--- src/rtl/palette_lut_fx_if.sv ---
// ------------------------------------------------------------------
// palette_lut_fx_if : lookup, write and fade bus for palette_lut_fx
// rev 1.0
// ------------------------------------------------------------------
`default_nettype none

interface palette_lut_fx_if #(
  parameter int IDX_W     = 4,
  parameter int NUM_BANKS = 2,
  parameter int CW        = 4,
  parameter int LVL_W     = 4
);
  localparam int BANK_W = (NUM_BANKS > 1) ? $clog2(NUM_BANKS) : 1;

  logic                pix_valid;
  logic [BANK_W-1:0]   pix_bank;
  logic [IDX_W-1:0]    pix_index;
  logic                wr_en;
  logic [BANK_W-1:0]   wr_bank;
  logic [IDX_W-1:0]    wr_index;
  logic [3*CW-1:0]     wr_rgb;
  logic                frame_tick;
  logic                fade_out_req;
  logic                fade_in_req;

  logic                out_valid;
  logic [CW-1:0]       red;
  logic [CW-1:0]       green;
  logic [CW-1:0]       blue;
  logic                transparent;
  logic [LVL_W:0]      level;
  logic                fade_busy;
  logic                fade_done;

  modport master (
    output pix_valid, pix_bank, pix_index,
    output wr_en, wr_bank, wr_index, wr_rgb,
    output frame_tick, fade_out_req, fade_in_req,
    input  out_valid, red, green, blue, transparent,
    input  level, fade_busy, fade_done
  );

  modport slave (
    input  pix_valid, pix_bank, pix_index,
    input  wr_en, wr_bank, wr_index, wr_rgb,
    input  frame_tick, fade_out_req, fade_in_req,
    output out_valid, red, green, blue, transparent,
    output level, fade_busy, fade_done
  );
endinterface

`default_nettype wire

--- src/rtl/palette_lut_fx.sv ---
// ------------------------------------------------------------------
// palette_lut_fx : multi-bank palette RAM, 2-stage lookup, fade engine
// rev 1.0
// ------------------------------------------------------------------
`default_nettype none

module palette_lut_fx #(
  parameter int IDX_W      = 4,
  parameter int NUM_BANKS  = 2,
  parameter int CW         = 4,
  parameter int LVL_W      = 4,
  parameter int FADE_DIV   = 2,
  parameter int TRANSP_EN  = 1,
  parameter int TRANSP_IDX = 0
) (
  input  logic           Clk,
  input  logic           Reset_n,
  palette_lut_fx_if.slave bus
);

  localparam int BANK_W = (NUM_BANKS > 1) ? $clog2(NUM_BANKS) : 1;
  localparam int RGB_W  = 3 * CW;
  localparam int ADDR_W = BANK_W + IDX_W;
  localparam int DEPTH  = 2 ** ADDR_W;
  localparam int TICK_W = (FADE_DIV > 1) ? $clog2(FADE_DIV + 1) : 1;
  localparam logic [LVL_W:0] LVL_FULL = {1'b1, {LVL_W{1'b0}}};

  typedef enum logic [1:0] {
    IDLE     = 2'd0,
    FADE_OUT = 2'd1,
    FADE_IN  = 2'd2
  } fade_state_t;

  function automatic logic [CW-1:0] scale(input logic [CW-1:0] c,
                                          input logic [LVL_W:0] l);
    logic [CW+LVL_W:0] p;
    p = {{(LVL_W+1){1'b0}}, c} * {{CW{1'b0}}, l};
    return CW'(p >> LVL_W);
  endfunction

  // ---------------- palette RAM ----------------
  // Flat {bank,index} addressing; banks beyond NUM_BANKS are never written.
  logic [RGB_W-1:0]  mem [DEPTH];
  logic              wr_bank_ok;
  logic [ADDR_W-1:0] wr_addr;

  assign wr_bank_ok = 32'(bus.wr_bank) < NUM_BANKS;
  assign wr_addr    = {bus.wr_bank, bus.wr_index};

  always_ff @(posedge Clk) begin
    if (!Reset_n) begin
      for (int i = 0; i < DEPTH; i++) begin
        mem[i] <= '0;
      end
    end else if (bus.wr_en && wr_bank_ok) begin
      mem[wr_addr] <= bus.wr_rgb;
    end
  end

  // ---------------- stage 1: request register ----------------
  logic              s1_valid;
  logic [BANK_W-1:0] s1_bank;
  logic [IDX_W-1:0]  s1_index;
  logic [LVL_W:0]    s1_level;
  logic [LVL_W:0]    level_q;

  always_ff @(posedge Clk) begin
    if (!Reset_n) begin
      s1_valid <= 1'b0;
      s1_bank  <= '0;
      s1_index <= '0;
      s1_level <= LVL_FULL;
    end else begin
      s1_valid <= bus.pix_valid;
      s1_bank  <= bus.pix_bank;
      s1_index <= bus.pix_index;
      s1_level <= level_q;
    end
  end

  // ---------------- stage 2: read, bypass, scale ----------------
  logic [ADDR_W-1:0] rd_addr;
  logic              rd_bank_ok;
  logic              wr_hit;
  logic              is_transp;
  logic [RGB_W-1:0]  raw_rgb;

  assign rd_addr    = {s1_bank, s1_index};
  assign rd_bank_ok = 32'(s1_bank) < NUM_BANKS;
  assign wr_hit     = bus.wr_en && wr_bank_ok && (wr_addr == rd_addr);
  assign is_transp  = (TRANSP_EN != 0) && (s1_index == IDX_W'(TRANSP_IDX));

  // A same-cycle write to the entry being read wins over the stored value.
  always_comb begin
    raw_rgb = '0;
    if (rd_bank_ok) begin
      raw_rgb = wr_hit ? bus.wr_rgb : mem[rd_addr];
    end
  end

  always_ff @(posedge Clk) begin
    if (!Reset_n) begin
      bus.out_valid   <= 1'b0;
      bus.red         <= '0;
      bus.green       <= '0;
      bus.blue        <= '0;
      bus.transparent <= 1'b0;
    end else begin
      bus.out_valid <= s1_valid;
      if (s1_valid) begin
        bus.transparent <= is_transp;
        if (is_transp) begin
          bus.red   <= '0;
          bus.green <= '0;
          bus.blue  <= '0;
        end else begin
          bus.red   <= scale(raw_rgb[3*CW-1:2*CW], s1_level);
          bus.green <= scale(raw_rgb[2*CW-1:CW],   s1_level);
          bus.blue  <= scale(raw_rgb[CW-1:0],      s1_level);
        end
      end
    end
  end

  // ---------------- fade engine ----------------
  fade_state_t       state, state_n;
  logic [LVL_W:0]    level_n;
  logic [TICK_W-1:0] tick_q, tick_n;
  logic              done_n;
  logic              tick_wrap;

  assign tick_wrap = (32'(tick_q) + 1) == FADE_DIV;

  always_ff @(posedge Clk) begin
    if (!Reset_n) begin
      state         <= IDLE;
      level_q       <= LVL_FULL;
      tick_q        <= '0;
      bus.fade_done <= 1'b0;
    end else begin
      state         <= state_n;
      level_q       <= level_n;
      tick_q        <= tick_n;
      bus.fade_done <= done_n;
    end
  end

  // Requests take priority over ticks and restart from the current level.
  always_comb begin
    state_n = state;
    level_n = level_q;
    tick_n  = tick_q;
    done_n  = 1'b0;
    if (bus.fade_out_req) begin
      tick_n = '0;
      if (level_q == '0) begin
        state_n = IDLE;
        done_n  = 1'b1;
      end else begin
        state_n = FADE_OUT;
      end
    end else if (bus.fade_in_req) begin
      tick_n = '0;
      if (level_q == LVL_FULL) begin
        state_n = IDLE;
        done_n  = 1'b1;
      end else begin
        state_n = FADE_IN;
      end
    end else if ((state != IDLE) && bus.frame_tick) begin
      if (tick_wrap) begin
        tick_n = '0;
        if (state == FADE_OUT) begin
          level_n = level_q - 1'b1;
        end else begin
          level_n = level_q + 1'b1;
        end
        if (((state == FADE_OUT) && (level_n == '0)) ||
            ((state == FADE_IN) && (level_n == LVL_FULL))) begin
          state_n = IDLE;
          done_n  = 1'b1;
        end
      end else begin
        tick_n = tick_q + 1'b1;
      end
    end
  end

  assign bus.level     = level_q;
  assign bus.fade_busy = (state != IDLE);

endmodule

`default_nettype wire

--- src/flat_wrapper.sv ---
// flat-port wrapper written by rule: the top's interface ports become plain ports
module palette_lut_fx_flat 
#(
  parameter int IDX_W      = 4,
  parameter int NUM_BANKS  = 2,
  parameter int CW         = 4,
  parameter int LVL_W      = 4,
  parameter int FADE_DIV   = 2,
  parameter int TRANSP_EN  = 1,
  parameter int TRANSP_IDX = 0
)
  (Clk, Reset_n, bus_pix_valid, bus_pix_bank, bus_pix_index, bus_wr_en, bus_wr_bank, bus_wr_index, bus_wr_rgb, bus_frame_tick, bus_fade_out_req, bus_fade_in_req, bus_out_valid, bus_red, bus_green, bus_blue, bus_transparent, bus_level, bus_fade_busy, bus_fade_done);
  palette_lut_fx_if #(.IDX_W(IDX_W), .NUM_BANKS(NUM_BANKS), .CW(CW), .LVL_W(LVL_W)) bus_i ();
  input  logic Clk;
  input  logic Reset_n;
  input wire logic [$bits(bus_i.pix_valid)-1:0] bus_pix_valid;
  input wire logic [$bits(bus_i.pix_bank)-1:0] bus_pix_bank;
  input wire logic [$bits(bus_i.pix_index)-1:0] bus_pix_index;
  input wire logic [$bits(bus_i.wr_en)-1:0] bus_wr_en;
  input wire logic [$bits(bus_i.wr_bank)-1:0] bus_wr_bank;
  input wire logic [$bits(bus_i.wr_index)-1:0] bus_wr_index;
  input wire logic [$bits(bus_i.wr_rgb)-1:0] bus_wr_rgb;
  input wire logic [$bits(bus_i.frame_tick)-1:0] bus_frame_tick;
  input wire logic [$bits(bus_i.fade_out_req)-1:0] bus_fade_out_req;
  input wire logic [$bits(bus_i.fade_in_req)-1:0] bus_fade_in_req;
  output wire logic [$bits(bus_i.out_valid)-1:0] bus_out_valid;
  output wire logic [$bits(bus_i.red)-1:0] bus_red;
  output wire logic [$bits(bus_i.green)-1:0] bus_green;
  output wire logic [$bits(bus_i.blue)-1:0] bus_blue;
  output wire logic [$bits(bus_i.transparent)-1:0] bus_transparent;
  output wire logic [$bits(bus_i.level)-1:0] bus_level;
  output wire logic [$bits(bus_i.fade_busy)-1:0] bus_fade_busy;
  output wire logic [$bits(bus_i.fade_done)-1:0] bus_fade_done;
  assign bus_i.pix_valid = bus_pix_valid;
  assign bus_i.pix_bank = bus_pix_bank;
  assign bus_i.pix_index = bus_pix_index;
  assign bus_i.wr_en = bus_wr_en;
  assign bus_i.wr_bank = bus_wr_bank;
  assign bus_i.wr_index = bus_wr_index;
  assign bus_i.wr_rgb = bus_wr_rgb;
  assign bus_i.frame_tick = bus_frame_tick;
  assign bus_i.fade_out_req = bus_fade_out_req;
  assign bus_i.fade_in_req = bus_fade_in_req;
  assign bus_out_valid = bus_i.out_valid;
  assign bus_red = bus_i.red;
  assign bus_green = bus_i.green;
  assign bus_blue = bus_i.blue;
  assign bus_transparent = bus_i.transparent;
  assign bus_level = bus_i.level;
  assign bus_fade_busy = bus_i.fade_busy;
  assign bus_fade_done = bus_i.fade_done;
  palette_lut_fx #(.IDX_W(IDX_W), .NUM_BANKS(NUM_BANKS), .CW(CW), .LVL_W(LVL_W), .FADE_DIV(FADE_DIV), .TRANSP_EN(TRANSP_EN), .TRANSP_IDX(TRANSP_IDX)) u_core (.Clk(Clk), .Reset_n(Reset_n), .bus(bus_i));
endmodule
--- config.mk ---
export PLATFORM = sky130hd
export DESIGN_NAME = palette_lut_fx_flat
export DESIGN_NICKNAME = d
export VERILOG_FILES = /design/src/rtl/palette_lut_fx_if.sv /design/src/rtl/palette_lut_fx.sv /design/src/flat_wrapper.sv
export SDC_FILE = /design/constraint.sdc
export NUM_CORES = 1
export LEC_CHECK = 0
export ABC_AREA = 1
export ABC_CLOCK_PERIOD_IN_PS = 9400
export CAP_MARGIN = 20
export CORE_AREA = 4 4 191 193
export CTS_CLUSTER_SIZE = 8
export DETAILED_ROUTE_END_ITERATION = 8
export DIE_AREA = 0 0 195 197
export PLACE_DENSITY = 0.88
export SYNTH_ARGS = -nofsm -noshare
export SYNTH_HDL_FRONTEND = slang
export SYNTH_SLANG_ARGS = --single-unit
--- constraint.sdc ---
create_clock -name Clk -period 9.4 [get_ports Clk]
set_input_delay 2.82 -clock Clk [delete_from_list [all_inputs] [get_ports Clk]]
set_output_delay 2.82 -clock Clk [all_outputs]
set_load 0.005 [all_outputs]
Word-level counts from Yosys, hierarchy flattened
Memories as Yosys holds them, arrays and structs flattened. A register that Yosys moved wholly into a read port is not among the register bits.
Cells that the tools add are included.
{ "word_totals": {"reg_bits": 35, "n_memories": 1, "ramBits": 384} }
{ "classes": {"addsub": 4, "mul": 3, "n_mux": 32, "eq_ne": 6, "n_reduce_logical": 16, "bitwise": 3} }
{ "mem_list": {"columns": ["name", "depth", "word_bits", "read_ports", "rd_clocked_by_memory_dff", "wr", "line", "source"], "rows": [
  ["u_core.mem", 32, 12, 1, 1, 32, "palette_lut_fx.sv:43", "logic [RGB_W-1:0] mem [DEPTH];"]
]} }
{ "op_table": {"columns": ["op", "n"], "rows": [
  ["two-way mux 5 bit", 7],
  ["== test 32 x 2 -> 1 bit, second input constant", 1],
  ["multiplier 4 x 5 -> 8 bit", 3],
  ["two-way mux 12 bit", 2],
  ["two-way mux 2 bit", 7],
  ["two-way mux 1 bit", 13],
  ["two-way mux 4 bit", 3],
  ["OR reduction 12 bit", 1],
  ["== test 5 bit, second input constant", 2],
  ["logical NOT 5 bit", 2],
  ["nonzero test 3 bit", 3],
  ["adder 5 x 1 -> 5 bit, second input constant", 1],
  ["== test 5 bit", 1],
  ["subtractor 5 x 1 -> 5 bit, second input constant", 1],
  ["logical AND 1 bit", 4],
  ["logical NOT 4 bit", 1],
  ["AND reduction 4 bit", 1],
  ["adder 2 x 1 -> 3 bit, second input constant", 1],
  ["NOT 1 bit", 3],
  ["AND reduction 3 bit", 1],
  ["OR reduction 3 bit", 1],
  ["adder 2 x 1 -> 2 bit, second input constant", 1],
  ["== test 2 x 1 -> 1 bit, second input constant", 1],
  ["== test 2 bit, second input constant", 1],
  ["other kinds (2)", 2]
]} }

Logic depth before layout (Yosys ltp)
{ "depth": {"ltp_word": 14, "ltp_mapped": 26, "ltp_nobuf": 25} }

Worst setup path after synthesis
Ideal clock, no wire load.
{ "synth_timing": {"kind": "input-to-reg", "from": "in bus_wr_bank", "to": "reg u_core.bus.blue[3]", "path_stages": 21, "setup_time_ps": 70, "arrival_time_ps": 5889, "slack_ps": 3441, "t_required_ps": 9330, "cell_sequence": "inv_1 -> o21ai_0 -> nor2_1 -> nand3_4 -> buf_2 -> nand3_1 -> o21ai_1 -> inv_2 -> nor2_1 -> fa_1 -> inv_1 -> fa_1 -> inv_1 -> ha_1 -> a21oi_1 -> nor3_1 -> a211oi_1 -> nand2_1 -> a21boi_1 -> o21ai_1 -> a21oi_1"} }
{ "synth_via": {"elab_chain_len": 5} }
{ "synth_rtl": {"columns": ["item", "line", "source"], "rows": [
  ["start: declaration", "flat_wrapper.sv:20", "input wire logic [$bits(bus_i.wr_bank)-1:0] bus_wr_bank;"],
  ["== test 5 bit", "palette_lut_fx.sv:90", "assign wr_hit = bus.wr_en && wr_bank_ok && (wr_addr == rd_addr);"],
  ["logical AND 1 bit", "palette_lut_fx.sv:90", null],
  ["two-way mux 12 bit", "palette_lut_fx.sv:97", "raw_rgb = wr_hit ? bus.wr_rgb : mem[rd_addr];"],
  ["multiplier 4 x 5 -> 8 bit", "palette_lut_fx.sv:37", "p = {{(LVL_W+1){1'b0}}, c} * {{CW{1'b0}}, l};"],
  ["two-way mux 4 bit", "palette_lut_fx.sv:112", "if (is_transp) begin"],
  ["end signal: assignment", "palette_lut_fx.sv:119", "bus.blue <= scale(raw_rgb[CW-1:0], s1_level);"],
  ["end: declaration", "palette_lut_fx_if.sv:47", "output out_valid, red, green, blue, transparent,"]
]} }
No other way between the ends.
A chain may end at the register's enable or synchronous reset.

Worst setup path in the final report
{ "layout_timing": {"from": "in bus_wr_index[2]", "to": "reg u_core.bus.blue[3]"} }
{ "layout_via": {"elab_chain_len": 5} }
{ "layout_rtl": {"columns": ["item", "line", "source"], "rows": [
  ["start: declaration", "flat_wrapper.sv:21", "input wire logic [$bits(bus_i.wr_index)-1:0] bus_wr_index;"],
  ["== test 5 bit", "palette_lut_fx.sv:90", null],
  ["logical AND 1 bit", "palette_lut_fx.sv:90", null],
  ["two-way mux 12 bit", "palette_lut_fx.sv:97", null],
  ["multiplier 4 x 5 -> 8 bit", "palette_lut_fx.sv:37", null],
  ["two-way mux 4 bit", "palette_lut_fx.sv:112", null]
]} }
No other way between the ends.

==> impl_metrics.tcl <==
set metrics [dict create \
    insertion_delay_ns 0.58 \
    io_pins 50 \
    area_delta_synth_final_pct 10.81 \
    synthTopCellsByCount "605 x nor2_1, 436 x nand2_1, 384 x edfxtp_1" \
    grt_max_degree 91 \
    grt_usage 0.2924 \
    ys_seq_area_frac 0.5922 \
    ys_top_cells_by_area "edfxtp_1 56%, nor2_1 11%, nand2_1 7.9%, dfxtp_1 3.4%, o21ai_0 3.1%" \
    power_density_mw_per_mm2 198.1 \
    place_congestion 0.9091 \
    tritoncts "done" \
    syn_area_mm2 0.02065 \
    dr.first_iter.drc_count 2247 \
    htree_num_levels 2 \
    finalHoldViolations 0 \
    drcViolationCount 0 \
    hp-class "reg -> reg" \
    r2r_cells 20 \
    layout.nets 2316 \
    dp_hpwl_um 33510 \
    cts-resized-gates 0 \
    diodes 0 \
    dieArea_mm2 0.03842 \
    synthCells 2260 \
    skew_ns 0.02362 \
    grt_pass1_wl_um 88140 \
    numCtsBuffers 58 \
    worstSetupPathType "in -> reg" \
    layout_worst_path_cycle_share 0.6984 \
    ir_worst_vdd_mv 0.1652 \
    worst_pin_slew_ns 1.228 \
    drive_above_1_share 0.05502 \
    wl_um 57330 \
    worstSetupEndpointType "register" \
    synth_edf_count 384 \
    rows 68 \
    clk_pin_slew_ns 0.05 \
    setup_ws_ns 2.835 \
    vias_per_cell 6.100 \
    antenna_found_initial 1 \
    slew_headroom 0.1772 \
    arrival_ns 7.08 \
    timing.fmax_ghz 0.1523 \
    worstPathRequired_ns 9.91 \
    post-place-ws_ns 2.336 \
    io_buffer_count 49 \
    rsz0062_at_grt "false" \
    post_cts_buffers 0 \
    ant_nets 0 \
    initial_utilization 0.5979 \
    synth-seq-cells 419 \
    cap_violations 0 \
    finalSetupTns_ns 0 \
    final.min_clock_period_ns 6.565 \
    dieHeight_um 197 \
    ys.flop_type "edfxtp_1" \
    yosysTopAreaCellShare 0.5583 \
    power_leakage_uw 0.009339 \
    status "finished clean" \
    clkSinkCount 419 \
    synth_cell_types 38 \
    synthArstFlopShare 0 \
    synth_most_common_cell "nor2_1" \
    finalSetupViolations 0 \
    grt.overflow.total 0 \
    synth_largest_area_cell "edfxtp_1" \
    drv_slew 0 \
    n_fill_cell 2452 \
    clock-root-buffer "clkbuf_16" \
    hold_path_depth 2 \
    first_pass_iters 6 \
    grt_pass1_vias 16470 \
    ctsLongestPathBuffers 3 \
    crit_path_start_kind "input pin" \
    cts_hold_buf 0 \
    syn-num-nets 2336 \
    wl_per_cell_um 20.88 \
    die-width_um 195 \
    coreArea_mm2 0.03454 \
    num_vias 16740 \
    path_max_fanout 16 \
    syn_avg_cell_area_um2 9.139 \
    ys_warn_count 0 \
]
[layout make-up]
type	instances	area (um^2)	share of cell area
well taps	455	569.3	0.02487
multi-input cells	1517	7037	0.3075
repair buffers	74	685.7	0.02996
inverters	170	643.1	0.02810
clock buffers	108	1680	0.07342
clock inverters	2	32.53	0.001421
flip-flops and latches	419	12240	0.5348
[worst max-delay path, stage by stage]
cell and delay, ns:
clkdlybuf4s50_1 0.52, inv_1 0.18, o22ai_1 0.12, a21oi_2 0.25, nand3_4 0.28, inv_2 0.24
nand2_1 0.15, nand2_1 0.11, nand2_1 0.08, fa_1 0.47, fa_1 0.52, inv_1 0.04
ha_1 0.33, a21oi_1 0.22, nor3_1 0.07, a211oi_1 0.20, nand2_1 0.10, a21boi_1 0.14
o21ai_1 0.08, a21oi_1 0.11
[sequential cells by signal (all words and copies together) (netlist names)]
signal                  count
u_core.mem                384
u_core.bus.transparent      1
u_core.s1_bank              1
u_core.state                2
u_core.s1_index             4
u_core.bus.level            5
u_core.bus.red              4
u_core.bus.green            4
u_core.bus.blue             4
u_core.s1_valid             1
u_core.tick_q               2
u_core.bus.out_valid        1
u_core.bus.fade_done        1
u_core.s1_level             5
[routing by layer]
layer | global-route usage | vias up | share of wire
met5 | 0 | - | 0.00019
met4 | 0.1740 | 2 | 0.069
met3 | 0.07607 | 296 | 0.13
met2 | 0.4841 | 1274 | 0.48
met1 | 0.3468 | 7768 | 0.32
li1 | - | 7404 | -
[final timing paths]
kind | from | to | slack (ns)
max reg2reg | u_core.s1_index[0] | u_core.bus.blue[3] | 3.38
max | bus_wr_index[2] | u_core.bus.blue[3] | 2.83
min reg2reg | u_core.s1_valid | u_core.bus.out_valid | 0.42
min | u_core.s1_valid | u_core.bus.out_valid | 0.42
[per-stage QoR]
| step | hold WS (ns) | cell area, um^2 | total power [uW] | instances | utilization |
|---|---|---|---|---|---|
| 5_1_grt | 0.4502 | 22890 | 4662 | 2745 | 0.6626 |
| 3_5_place_dp | 0.4217 | 21170 | 2584 | 2635 | 0.6130 |
| 3_3_place_gp | 0.4152 | 21170 | 2566 | 2635 | 0.6130 |
| 2_1_floorplan | 0.4087 | 20650 | 2449 | 2260 | - |
| 6_report | 0.4247 | 22890 | 4535 | 2745 | 0.6626 |
| 4_1_cts | 0.4312 | 22890 | 4523 | 2745 | 0.6626 |
[logic make-up (layout without fill, tap and decap cells)]
logic type	Yosys count	in the layout	share of synthesized area
and+or+nand+nor	1192	1192	0.2288
DFF	419	419	0.5922
adders and majority gates	47	47	0.03429
AOI/OAI and AO/OA	270	270	0.07324
buffers and inverters	324	354	0.06803
xor gates and xnor gates	8	8	0.003393
[power by group]
group	total (uW)	switching, uW	internal [uW]
Sequential	2170	40.5	2130
Clock	1970	779	1190
Combinational	398	290	109
Total	4530	1110	3430
[layout by cell type, fill, tap and decap left out, types with 2 or more instances in the layout]
master / synthesis / routed
nor2_1: 605 / 605
nand2_1: 436 / 436
edfxtp_1: 384 / 384
inv_1: 162 / 161
o21ai_0: 129 / 129
nand3_1: 110 / 110
clkbuf_16: 0 / 59
a21oi_1: 55 / 55
clkdlybuf4s50_1: 0 / 48
clkbuf_1: 98 / 47
dfxtp_1: 35 / 33
ha_1: 31 / 31
buf_4: 14 / 24
o22ai_1: 23 / 23
o211ai_1: 20 / 20
o21ai_1: 19 / 19
fa_1: 16 / 16
nor3_1: 16 / 12
xor2_1: 7 / 7
o221ai_1: 7 / 7
a22oi_1: 7 / 7
inv_2: 7 / 6
nor2_2: 6 / 6
a21oi_2: 4 / 4
or2_2: 4 / 4
nand3_2: 4 / 4
nor3_2: 0 / 4
nand3b_1: 4 / 4
nand2_2: 3 / 3
a211oi_1: 3 / 3
inv_4: 1 / 2
a21boi_1: 2 / 2
nand4_1: 2 / 2
clkinv_8: 0 / 2
clkbuf_8: 0 / 2
dfxtp_4: 0 / 2
Power figures use the tool's default switching activity.
